$ cat config.mk
export PLATFORM = sky130hd
export DESIGN_NAME = gf64_pow_seq
export DESIGN_NICKNAME = d
export VERILOG_FILES = /design/src/rtl/gf64_pow_seq.sv
export SDC_FILE = /design/constraint.sdc
export NUM_CORES = 1
export LEC_CHECK = 0
export CORE_MARGIN = 8
export CORE_UTILIZATION = 25
export CTS_BUF_LIST = sky130_fd_sc_hd__clkbuf_4 sky130_fd_sc_hd__clkbuf_8 sky130_fd_sc_hd__clkbuf_16
export CTS_CLUSTER_SIZE = 20
export DETAILED_ROUTE_END_ITERATION = 7
export PLACE_DENSITY = 0.51
export SYNTH_ARGS = -nofsm -noshare
export SYNTH_HDL_FRONTEND = slang
export SYNTH_SLANG_ARGS = --single-unit
$ cat constraint.sdc
create_clock -name clk -period 2.4 [get_ports clk]
set_input_delay 0.48 -clock clk [delete_from_list [all_inputs] [get_ports clk]]
set_output_delay 0.48 -clock clk [all_outputs]
set_load 0.01 [all_outputs]
$ cat src/rtl/gf64_pow_seq.sv
`timescale 1ns/1ps
// Sequential GF(2^6) power map y = x^e by left-to-right square-and-multiply on one shared multiplier.
// Latency EXP_W + popcount(e) cycles; requests stall while busy, results hold until out_ready.
module gf64_pow_seq #(
    parameter int         EXP_W = 6,
    parameter logic [6:0] POLY  = 7'b1000011
) (
    input  logic             clk,
    input  logic             rst_n,
    input  logic             in_valid,
    output logic             in_ready,
    input  logic [5:0]       x,
    input  logic [EXP_W-1:0] e,
    output logic             out_valid,
    input  logic             out_ready,
    output logic [5:0]       y
);
    localparam int IDX_W = (EXP_W > 1) ? $clog2(EXP_W) : 1;

    typedef enum logic [1:0] {IDLE, SQR, MUL, DONE} state_t;

    state_t           r_state, w_state_nxt;
    logic [5:0]       r_xr, r_acc, r_y;
    logic [EXP_W-1:0] r_er;
    logic [IDX_W-1:0] r_idx, w_idx_nxt;
    logic [5:0]       w_m, w_prod;

    // Shift-and-add multiply with the reduction folded into each shift of a.
    function automatic logic [5:0] gf_mul(input logic [5:0] a, input logic [5:0] b);
        logic [5:0] p, s;
        p = '0;
        s = a;
        for (int i = 0; i < 6; i++) begin
            if (b[i]) p = p ^ s;
            s = {s[4:0], 1'b0} ^ (s[5] ? POLY[5:0] : 6'd0);
        end
        return p;
    endfunction

    always_comb begin
        w_m         = (r_state == SQR) ? r_acc : r_xr;
        w_prod      = gf_mul(r_acc, w_m);
        w_state_nxt = r_state;
        w_idx_nxt   = r_idx;
        case (r_state)
            IDLE: if (in_valid) begin
                w_state_nxt = SQR;
                w_idx_nxt   = IDX_W'(EXP_W - 1);
            end
            SQR: begin
                if (r_er[r_idx])         w_state_nxt = MUL;
                else if (r_idx == '0)    w_state_nxt = DONE;
                else                     w_idx_nxt   = r_idx - 1'b1;
            end
            MUL: begin
                if (r_idx == '0) begin
                    w_state_nxt = DONE;
                end else begin
                    w_state_nxt = SQR;
                    w_idx_nxt   = r_idx - 1'b1;
                end
            end
            DONE: if (out_ready) w_state_nxt = IDLE;
            default: w_state_nxt = IDLE;
        endcase
    end

    always_ff @(posedge clk or negedge rst_n) begin
        if (!rst_n) begin
            r_state <= IDLE;
            r_xr    <= '0;
            r_er    <= '0;
            r_acc   <= '0;
            r_idx   <= '0;
            r_y     <= '0;
        end else begin
            r_state <= w_state_nxt;
            r_idx   <= w_idx_nxt;
            if (r_state == IDLE && in_valid) begin
                r_xr  <= x;
                r_er  <= e;
                r_acc <= 6'd1;
            end
            if (r_state == SQR || r_state == MUL) begin
                r_acc <= w_prod;
                // y is captured only on the final operation so it stays put across idle periods.
                if (w_state_nxt == DONE) r_y <= w_prod;
            end
        end
    end

    assign in_ready  = (r_state == IDLE);
    assign out_valid = (r_state == DONE);
    assign y         = r_y;
endmodule

# Yosys cells after proc, flatten, opt, wreduce, memory -nomap -nowiden
# Index checks and enable logic that the tools add are counted.
# W data, S select, Z words.
word_totals:
  register_bits: 29
  latch_bits: 0
  ramBits: 0
  romBits: 0
  wordCells: 58
  mem_count: 0
classes:
  addsub: 1
  mul: 0
  div: 0
  order_cmp: 1
  eq_ne: 6
  shifts: 0
  n_mux: 26
  bitwise: 10
  reduce_logical: 8
op_table:
  columns: ["cell", "n"]
  rows:
  - ["$mux W6", 9]
  - ["$xor A6 B2 Y6", 5]
  - ["$xor A6 B6 Y6", 5]
  - ["$mux W2", 10]
  - ["$mux W3", 3]
  - ["$pmux W3 S3", 1]
  - ["$pmux W2 S4", 1]
  - ["$eq A2 B2 Y1 const B", 3]
  - ["$lt A3 B4 Y1 const B", 1]
  - ["$ne A2 B2 Y1 const B", 2]
  - ["$bmux W1 S3", 1]
  - ["$logic_not A3 Y1", 1]
  - ["$reduce_and A3 Y1", 1]
  - ["$reduce_bool A3 Y1", 1]
  - ["$sub A3 B1 Y3 const B", 1]
  - ["$eq A2 B1 Y1 const B", 1]
  - ["$logic_not A2 Y1", 1]
  - ["$reduce_and A2 Y1", 1]
  - ["$reduce_bool A2 Y1", 1]
  - ["$logic_and A1 B1 Y1", 1]
  - ["$logic_or A1 B1 Y1", 1]
  - ["$mux W1", 1]

# Depth between registers and ports, before layout
# Gate-level depths: netlist (run 1).
depth:
  depth_word: 14
  ltp_mapped: 10

# Worst setup path before layout (run 1)
# No wires, ideal clock.
synth_path:
  path_kind: "register -> register"
  startpoint: "reg r_state[1]"
  endpoint: "reg r_y[4], in the netlist y[4]"
  setup_time_ns: 0.125
  t_arrival_ns: 2.007
  required_time_ns: 2.275
  slack_ns: 0.268
  stages_incl_launch_ff: 10
  n_path_buf: 1
  synth_period_minus_slack_ns: 2.132
  path_cell_list: "dfrtp_1 > inv_1 > ha_1 > buf_4 > mux2_2 > nand2_1 > xnor2_1 > xnor3_1 > xnor2_1 > mux2_2"
synth_between:
  elab_chain_len: 13
  elab_cells_between_ends: 24
synth_lines:
  columns: ["item", "line", "text"]
  rows:
  - ["start, declared", "22", "state_t r_state, w_state_nxt;"]
  - ["start signal, assigned", "77", "r_state <= w_state_nxt;"]
  - ["$eq A2 B1 Y1", "41, 45, 84", null]
  - ["$mux W6", "41", "w_m = (r_state == SQR) ? r_acc : r_xr;"]
  - ["$mux W6", "34", "if (b[i]) p = p ^ s;"]
  - ["$xor A6 B6 Y6", "34", null]
  - ["$mux W6", "34", null]
  - ["$xor A6 B6 Y6", "34", null]
  - ["$mux W6", "34", null]
  - ["$xor A6 B6 Y6", "34", null]
  - ["$mux W6", "34", null]
  - ["$xor A6 B6 Y6", "34", null]
  - ["$mux W6", "34", null]
  - ["$xor A6 B6 Y6", "34", null]
  - ["$mux W6", "34", null]
  - ["end signal, assigned", "87", "if (w_state_nxt == DONE) r_y <= w_prod;"]
  - ["end, declared", "23", "logic [5:0] r_xr, r_acc, r_y;"]
# Several ways; a longest one is shown, not always the timed one.
# A chain may end at the register's enable or synchronous reset.

# Final worst setup path (run 1)
layout_path:
  startpoint: "reg r_state[0]"
  endpoint: "out in_ready"
layout_between:
  elab_chain_len: 1
layout_lines:
  columns: ["item", "line", "text"]
  rows:
  - ["$logic_not A2 Y1", "92", "assign in_ready = (r_state == IDLE);"]
  - ["end, declared", "11", "output logic in_ready,"]
# Every way passes these cells.

==> flow_summary.ini, run 1 <==
[run_status]
status = finished, final reports clean

[hold_path]
min_path_cells = 2
min_path_type = flop to flop

[worst_setup_path]
cpMaxStageDelayCell = clkdlybuf4s50_1
critPathKind = flop to output pin
cp_slowest_stage_delay_ns = 0.59
crit_fanout = 6
worstPathCellList = buf_4 -> inv_1 -> ha_1 -> clkdlybuf4s50_1
crit_arrival_ns = 1.80
worstSetupStartpointType = flop
end_kind = output pin
rr_worst_depth = 9
cp.required_ns = 1.92

[floorplanning]
dieArea_um2 = 11800
coreArea_um2 = 8260
die_h_um = 109
pin_count = 24
die_w_um = 109
rows = 33
start_util_pct = 26.0

[sta]
finalHoldViolCount = 0
worst_slack_ns = 0.120
max_freq_mhz = 439
skew_ns = 0.00575
finalSetupViolCount = 0
relSlewSlack_pct = 70.6
timing.hold.ws_ns = 0.480
min_period_over_period_pct = 95.0
tightest_slew_ns = 0.441
grt_setup_unrepaired = no
tns_ns = 0
drv_slew = 0
min_period_ns = 2.28

[synthesis]
synth.yosys.seq_area_share_pct = 33.8
ys_warn_count = 0
yosysTopAreaCell = dfrtp_1
synth_adder_area_share_pct = 3.50
synth_fp_nets = 261
synthSimpleGateAreaFrac_pct = 19.6
avgSynthCellArea_um2 = 8.97
ys_dominant_reg_cell = dfrtp_1
synth_compound_area_share_pct = 14.2
muxShareOfSynthArea_pct = 11.7
synth_top_family_by_area = simple AND/OR/NAND/NOR gates
synth_top_area_share_pct = 33.8
synthXorXnorAreaFrac_pct = 11.7
ys_ff_latch = 29
synthCells = 239
yosys-top-cells-area = dfrtp_1 34%, xnor2_1 8.6%, mux2_2 7.9%
synth_cell_types = 46
synthesis.area_um2 = 2140
synth_edf_count = 0
async_flop_share_pct = 100

[clock_network]
clock_path_buffers = 2
cts_setup_buffers = 0
clkSinkCount = 29
cts_tree = built
root_buffer = clkbuf_8
insertion_delay_ns = 0.29
htreeDepth = 2
hold_buffers = 0
clk_pin_slew_ns = 0.07
numCtsBuffers = 5

[run]
maxCapViolCount = 0

[finish]
final_nets = 285
instances_no_fill = 369
drive_gt1_share_pct = 14.8
multiInputGateArea_um2 = 1310
antenna_cells = 0
areaGrowthSynthToFinish_pct = 21.2
seq_area_um2 = 726
nFillCells = 883

[detailed_routing]
ant_nets = 0
drc_errors = 0
drt-total-wl_um = 5150
firstDrtPassIters = 4
wl_per_cell_um = 14.0
via_per_inst = 4.69
drt-initial-drc-count = 95
vias = 1732

[global_route]
grt_pass1_wl_um = 8680
overflow = 0
grt_use_total_pct = 9.32
grt_pass1_vias = 1681
grt_max_degree = 32
antenna_found_initial = 0

[placement]
place.gp.congestion = 0.832
dp_cells = 361
dp_hpwl_um = 3740
dp_slack_ns = 0.185
io_buffer_count = 23

[pwr]
p_leak_nw = 1.03
ir_drop_uv = 432
power.density_nw_per_um2 = 1730
-- through the flow --
stage	utilization [%]	total power, W	instance area, µm²
after floorplan	-	0.00337	2140
after global routing	31.5	0.00494	2600
after global placement	30.3	0.00407	2500
final	31.5	0.00451	2600
after detailed placement	30.3	0.00410	2500
after CTS	31.4	0.00454	2590
-- cell families after synthesis --
kind of cell             after synthesis
AND/OR/NAND/NOR                       85
flip-flops                            29
buffers and inverters                 24
XOR/XNOR                              27
adder cells (fa/ha/maj)                6
multiplexers                          22
AO/OA/AOI/OAI                         46
-- worst paths after layout --
check / to / start / slack, ns
setup / recovery: in_ready / r_state[0]$_DFF_PN0_ / 0.12
hold / removal: y[1]$_DFFE_PN0P_ / y[1]$_DFFE_PN0P_ / 0.48
setup reg to reg: y[4]$_DFFE_PN0P_ / r_state[1]$_DFF_PN0_ / 0.20
hold reg to reg: y[1]$_DFFE_PN0P_ / y[1]$_DFFE_PN0P_ / 0.48
max in group asynchronous: r_state[1]$_DFF_PN0_ / rst_n / 1.54
min in group asynchronous: y[2]$_DFFE_PN0P_ / rst_n / 0.57
-- cell type report --
type | instances | area share, %
clock inverters | 3 | 0.866
well taps | 105 | 5.05
inverters | 9 | 1.30
multi-input cells | 186 | 50.3
flip-flops and latches | 29 | 27.9
repair buffers | 32 | 11.9
clock buffers | 5 | 2.65
-- cells in the final DEF (no fill, tap or decap), types with 5 or more instances in the layout --
cell type and n:
clkdlybuf4s50_1 23, mux2_2 15, nor2_1 20, buf_4 8, nand3_1 10, ha_1 6
nor2b_1 6, nand2b_1 7, xor2_1 5, inv_1 9, o21ai_0 18, a21oi_1 7
dfrtp_1 29, mux2i_1 6, nand2_1 25, clkbuf_8 5, xnor2_1 21
-- power breakdown --
part | leakage, nW | switching [W] | internal (W)
combinational | 0.649 | 0.00148 | 0.00148
clock | 0.0364 | 0.000211 | 0.000203
sequential | 0.349 | 0.000383 | 0.000749
-- cells in the mapped netlist, types with 6 or more instances --
library cell	instances
dfrtp_1	29
nand2_1	25
xnor2_1	21
nor2_1	20
o21ai_0	18
mux2_2	15
nand3_1	10
inv_1	9
a21oi_1	7
clkbuf_1	7
nand2b_1	7
ha_1	6
mux2i_1	6
nor2b_1	6
-- worst max-delay path, delay by kind of cell (launching register included) --
kind       cells  cell delay [ns]
flops          1             0.39
fa+ha+maj      1             0.29
buf+inv        3             0.83
-- flip-flops by register name (all words and copies together) (netlist names) --
register and flops:
r_xr 6, y 6, r_idx 3, r_acc 6, r_state 2, r_er 6
-- timing repair --
action / in CTS / in global routing
setup endpoints to repair: 0 / 1
hold endpoints to repair: 0 / 0
gates resized for setup: 0 / 1
-- layer usage --
layer  vias up  GRT usage (%)  wire length [µm]
met1       822           12.4              2620
met3         9           1.95               139
met2        31           14.3              2290
met4         0           4.11               105
li1        870              -                 -
met5         -              0                 0
No activity file was read; power rests on OpenSTA's default activity.
==> run 2, diff against run 1 <==
Settings changed: PLACE_DENSITY 0.51 to 0.52.
Clock period 2.4 ns to 1.8 ns, I/O delays scaled along.
==> run 2 against run 1 <==
Net effect:
- the run now ends with negative setup slack left
- die area stayed put
- sequential share of layout area is 5.8 points lower
- count of clock-buffer cells in the layout is 1 higher
- design area grew 26%
- non-clock buffer count is 55 higher
- flip-flop and latch count unchanged
- critical path depth is 5 higher
- via count is 15% higher
- register-to-register slack got worse by 0.49 ns
- utilization rose by 8.3 points
- clock skew hardly changed
- routed wire length rose by 18%
- critical endpoint is now y[4]$_DFFE_PN0P_
- highest routed layer unchanged
==> flow_summary.ini, run 2 (synthesized netlist as in run 1, its figures left out) <==
[run_status]
status = finished with violations
violations = negative setup slack

[clock_network]
clk_pin_slew_ns = 0.07
clkSinkCount = 29
insertion_delay_ns = 0.29
numCtsBuffers = 5
clock_path_buffers = 2
hold_buffers = 0
cts_tree = built
root_buffer = clkbuf_8
htreeDepth = 2

[worst_setup_path]
rr_worst_depth = 9
cpMaxStageDelayCell = dfrtp_1
cp_slowest_stage_delay_ns = 0.39
crit_fanout = 5
cp.required_ns = 1.98
endpoint = y[4]$_DFFE_PN0P_
r2r-end = y[4]$_DFFE_PN0P_
crit_arrival_ns = 2.26
crit_start = r_state[0]$_DFF_PN0_
rr_startpoint = r_state[0]$_DFF_PN0_
worstPathCellList = buf_6 -> ha_4 -> buf_6 -> mux2_4 -> nand2_4 -> xnor2_2 -> xnor3_1 -> xnor2_2 -> mux2_4
critPathKind = flop to flop
worstSetupStartpointType = flop
ff2ff_setup_slack_ns = -0.29
end_kind = flop

[sta]
tightest_slew_ns = 0.381
finalHoldViolCount = 0
relSlewSlack_pct = 74.6
skew_ns = 0.00625
drv_slew = 0
worst_slack_ns = -0.286
grt_setup_unrepaired = yes
max_freq_mhz = 479
min_period_over_period_pct = 116
min_period_ns = 2.09
finalSetupViolCount = 12
tns_ns = -2.13

[floorplanning]
die_w_um = 109
dieArea_um2 = 11800
pin_count = 24
coreArea_um2 = 8260
rows = 33
start_util_pct = 26.0
die_h_um = 109

[detailed_routing]
drt-initial-drc-count = 86
ant_nets = 0
vias = 1999
drc_errors = 0
firstDrtPassIters = 4
wl_per_cell_um = 14.3
via_per_inst = 4.71
drt-total-wl_um = 6080

[placement]
dp_cells = 401
io_buffer_count = 23
dp_hpwl_um = 4340
place.gp.congestion = 0.892

[global_route]
grt_pass1_vias = 1970
antenna_found_initial = 0
grt_pass1_wl_um = 9930
grt_use_total_pct = 10.5
grt_max_degree = 30
overflow = 0

[finish]
layout_common_cells = 52 x buf_4, 29 x dfrtp_1, 22 x nand2_1
instances_no_fill = 424
antenna_cells = 0
drive_gt1_share_pct = 41.1
areaGrowthSynthToFinish_pct = 53.3
final_common_cell = buf_4
final_nets = 340
nFillCells = 808

[run]
maxCapViolCount = 0

[hold_path]
min_path_type = primary input to asynchronous set/reset pin
[run 2: cell types whose count changed in the layout (fill, tap and decap cells not counted), sizes merged]
cell           delta
clkbuf            +3
inv               -1
clkdlybuf4s50     -2
bufinv            +1
buf              +55
clkinvlp          -1
[run 2: per-stage QoR]
stage	area, µm²	setup WS [ns]	hold slack [ns]	utilization, %
final	3290	-0.286	0.450	39.8
after global routing	3290	-0.360	0.491	39.8
after CTS	3110	-0.255	0.465	37.6
after detailed placement	2820	-0.427	0.478	34.1
after global placement	2820	-0.313	0.471	34.1
after floorplan	2170	-0.254	0.0644	-
[run 2: per-layer routing]
metal  vias up  track usage [%]  part of all wire, %
li1        982                -                    -
met1       969             13.9                   47
met2        41             16.8                   49
met3         7             1.77                  3.3
met4         0             4.11                  1.5
met5         -                0                    0
[run 2: critical path, delay by kind of cell (launching register included)]
kind / cells / cell delay [ns]
buffers and inverters: 2 / 0.24
adder cells (fa/ha/maj): 1 / 0.17
XOR/XNOR: 3 / 0.51
multiplexers: 2 / 0.58
flip-flops: 1 / 0.39
AND/OR/NAND/NOR: 1 / 0.07
[run 2: worst min path at each step]
stage,start,to,slack (ns),cells past startpoint
2_1_floorplan,rst_n,r_acc[0]$_DFFE_PN0P_,0.06,0
3_3_place_gp,y[5]$_DFFE_PN0P_,y[5]$_DFFE_PN0P_,0.47,2
3_5_place_dp,y[5]$_DFFE_PN0P_,y[5]$_DFFE_PN0P_,0.48,2
4_1_cts,rst_n,r_er[4]$_DFFE_PN0P_,0.47,2
5_1_grt,rst_n,r_er[4]$_DFFE_PN0P_,0.49,2
6_report,rst_n,r_er[4]$_DFFE_PN0P_,0.45,2
[run 2: cell type report]
class / count / area (µm²) / area share (%)
Clock inverter: 2 / 37.5 / 1.14
Inverter: 9 / 40.0 / 1.22
Multi-Input combinational cell: 186 / 1520 / 46.1
Sequential cell: 29 / 726 / 22.1
Clock buffer: 6 / 82.6 / 2.51
Timing Repair Buffer: 87 / 754 / 22.9
Tap cell: 105 / 131 / 4.00
[run 2: timing repair]
item,in CTS,in global routing
setup endpoints to repair,17,19
pin swaps,23,24
gates resized for setup,39,36
setup buffers,8,9
Power of run 2 is left out: the tool's default activity adds up to more than one toggle a clock period on the data nets, which glitch-free logic cannot reach.
==> run 3, diff against run 2 <==
Settings changed: PLACE_DENSITY 0.52 to 0.51, SKIP_CTS_REPAIR_TIMING from default to 1.
Clock period 1.8 ns to 2 ns, I/O delays scaled along.
==> run 3 against run 2 <==
Net effect:
- the flow still finishes with violations (negative setup slack)
- final cell count decreased by 5.9%
- first-iteration DRC count is 9.3% lower
- worst setup slack gained 0.21 ns
- design area decreased by 8.2%
- sequential share of layout area increased by 2.0 points
==> flow_summary.ini, run 3 (synthesized netlist as in run 1, its figures left out) <==
[run_status]
status = finished with violations
violations = negative setup slack

[placement]
place.gp.congestion = 0.835
dp_slack_ns = -0.174
io_buffer_count = 23
dp_hpwl_um = 4010

[detailed_routing]
drt-total-wl_um = 5500
vias = 1848
ant_nets = 0
via_per_inst = 4.63
drc_errors = 0
firstDrtPassIters = 4
wl_per_cell_um = 13.8
drt-initial-drc-count = 78

[worst_setup_path]
cp_slowest_stage_delay_ns = 0.40
end_kind = flop
worstSetupStartpointType = flop
ff2ff_setup_slack_ns = -0.08
rr_startpoint = r_state[0]$_DFF_PN0_
worstPathCellList = buf_4 -> inv_1 -> ha_1 -> or2_2 -> a21oi_2 -> a41oi_2 -> nand4b_4 -> mux2_2
crit_arrival_ns = 2.25
cpMaxStageDelayCell = dfrtp_1
crit_fanout = 6
rr_worst_depth = 8
critPathKind = flop to flop
cp.required_ns = 2.17
r2r-end = y[4]$_DFFE_PN0P_

[clock_network]
root_buffer = clkbuf_8
insertion_delay_ns = 0.29
clk_pin_slew_ns = 0.07
numCtsBuffers = 5
clock_path_buffers = 2
cts_tree = built
clkSinkCount = 29
htreeDepth = 2

[sta]
skew_ns = 0.00972
min_period_over_period_pct = 104
min_period_ns = 2.08
finalSetupViolCount = 6
finalHoldViolCount = 0
relSlewSlack_pct = 73.9
max_freq_mhz = 482
worst_slack_ns = -0.0763
drv_slew = 0
tightest_slew_ns = 0.391
grt_setup_unrepaired = yes

[floorplanning]
dieArea_um2 = 11800
die_w_um = 109
coreArea_um2 = 8260
rows = 33
die_h_um = 109
pin_count = 24
start_util_pct = 26.0

[global_route]
grt_pass1_vias = 1902
overflow = 0
antenna_found_initial = 0
grt_max_degree = 30
grt_pass1_wl_um = 9240
grt_use_total_pct = 9.66

[hold_path]
min_path_type = flop to flop
min_path_cells = 2
hold_end = y[1]$_DFFE_PN0P_
hold_start = y[1]$_DFFE_PN0P_

[finish]
areaGrowthSynthToFinish_pct = 40.8
layout_common_cells = 35 x buf_4, 27 x dfrtp_1, 23 x nand2_1
drive_gt1_share_pct = 32.0
final_common_cell = buf_4
final_nets = 315
antenna_cells = 0

[run]
maxCapViolCount = 0
==> run 3: changes by cell type in the layout (fill, tap and decap cells not counted), sizes merged <==
| cell | previous run | this run |
|---|---|---|
| buf | 64 | 39 |
| clkbuf | 8 | 5 |
| dlymetal6s2s | 0 | 2 |
| bufinv | 1 | 0 |
| clkinvlp | 2 | 3 |
| inv | 8 | 9 |
==> run 3: layer usage <==
layer / wire length, µm / GRT usage (%)
met1: 2740 / 12.9
met2: 2620 / 15.5
met3: 93 / 1.30
met4: 47 / 3.62
met5: 0 / 0
==> run 3: how the worst max path moves through the flow <==
stage	to	cells past startpoint	slack [ns]	startpoint
4_1_cts	y[4]$_DFFE_PN0P_	8	-0.20	r_state[1]$_DFF_PN0_
3_5_place_dp	y[4]$_DFFE_PN0P_	8	-0.17	r_state[1]$_DFF_PN0_
6_report	y[4]$_DFFE_PN0P_	8	-0.08	r_state[0]$_DFF_PN0_
3_3_place_gp	y[3]$_DFFE_PN0P_	7	-0.13	out_ready
2_1_floorplan	y[4]$_DFFE_PN0P_	9	-0.05	r_state[1]$_DFF_PN0_
5_1_grt	y[4]$_DFFE_PN0P_	8	-0.15	r_state[0]$_DFF_PN0_
==> run 3: stage by stage <==
| step | hold WS, ns | instances | setup TNS, ns | area, µm² | utilization (%) |
|---|---|---|---|---|---|
| global placement | 0.469 | 388 | -0.601 | 2730 | 33.1 |
| floorplan | 0.104 | 239 | -0.0721 | 2160 | - |
| global route | 0.518 | 399 | -0.972 | 3020 | 36.6 |
| finish | 0.485 | 399 | -0.140 | 3020 | 36.6 |
| detailed placement | 0.476 | 388 | -0.858 | 2730 | 33.1 |
| CTS | 0.492 | 396 | -1.35 | 2820 | 34.2 |
==> run 3: cell type report <==
class / instances / area (µm²)
multi-input combinational: 186 / 1470
inverter: 9 / 33.8
timing repair buffer: 62 / 561
clock inverter: 3 / 22.5
clock buffer: 5 / 68.8
fill: 855 / 5240
sequential: 29 / 728
tap: 105 / 131
==> run 3: worst max-delay path: cells and delay by family (launching register included) <==
family | cells | cell delay [ns]
AND/OR/NAND/NOR | 2 | 0.43
flip-flops | 1 | 0.40
multiplexers | 1 | 0.34
AO/OA/AOI/OAI | 2 | 0.33
buffers and inverters | 2 | 0.25
adder cells (fa/ha/maj) | 1 | 0.22
Power of run 3 is left out for the same reason.
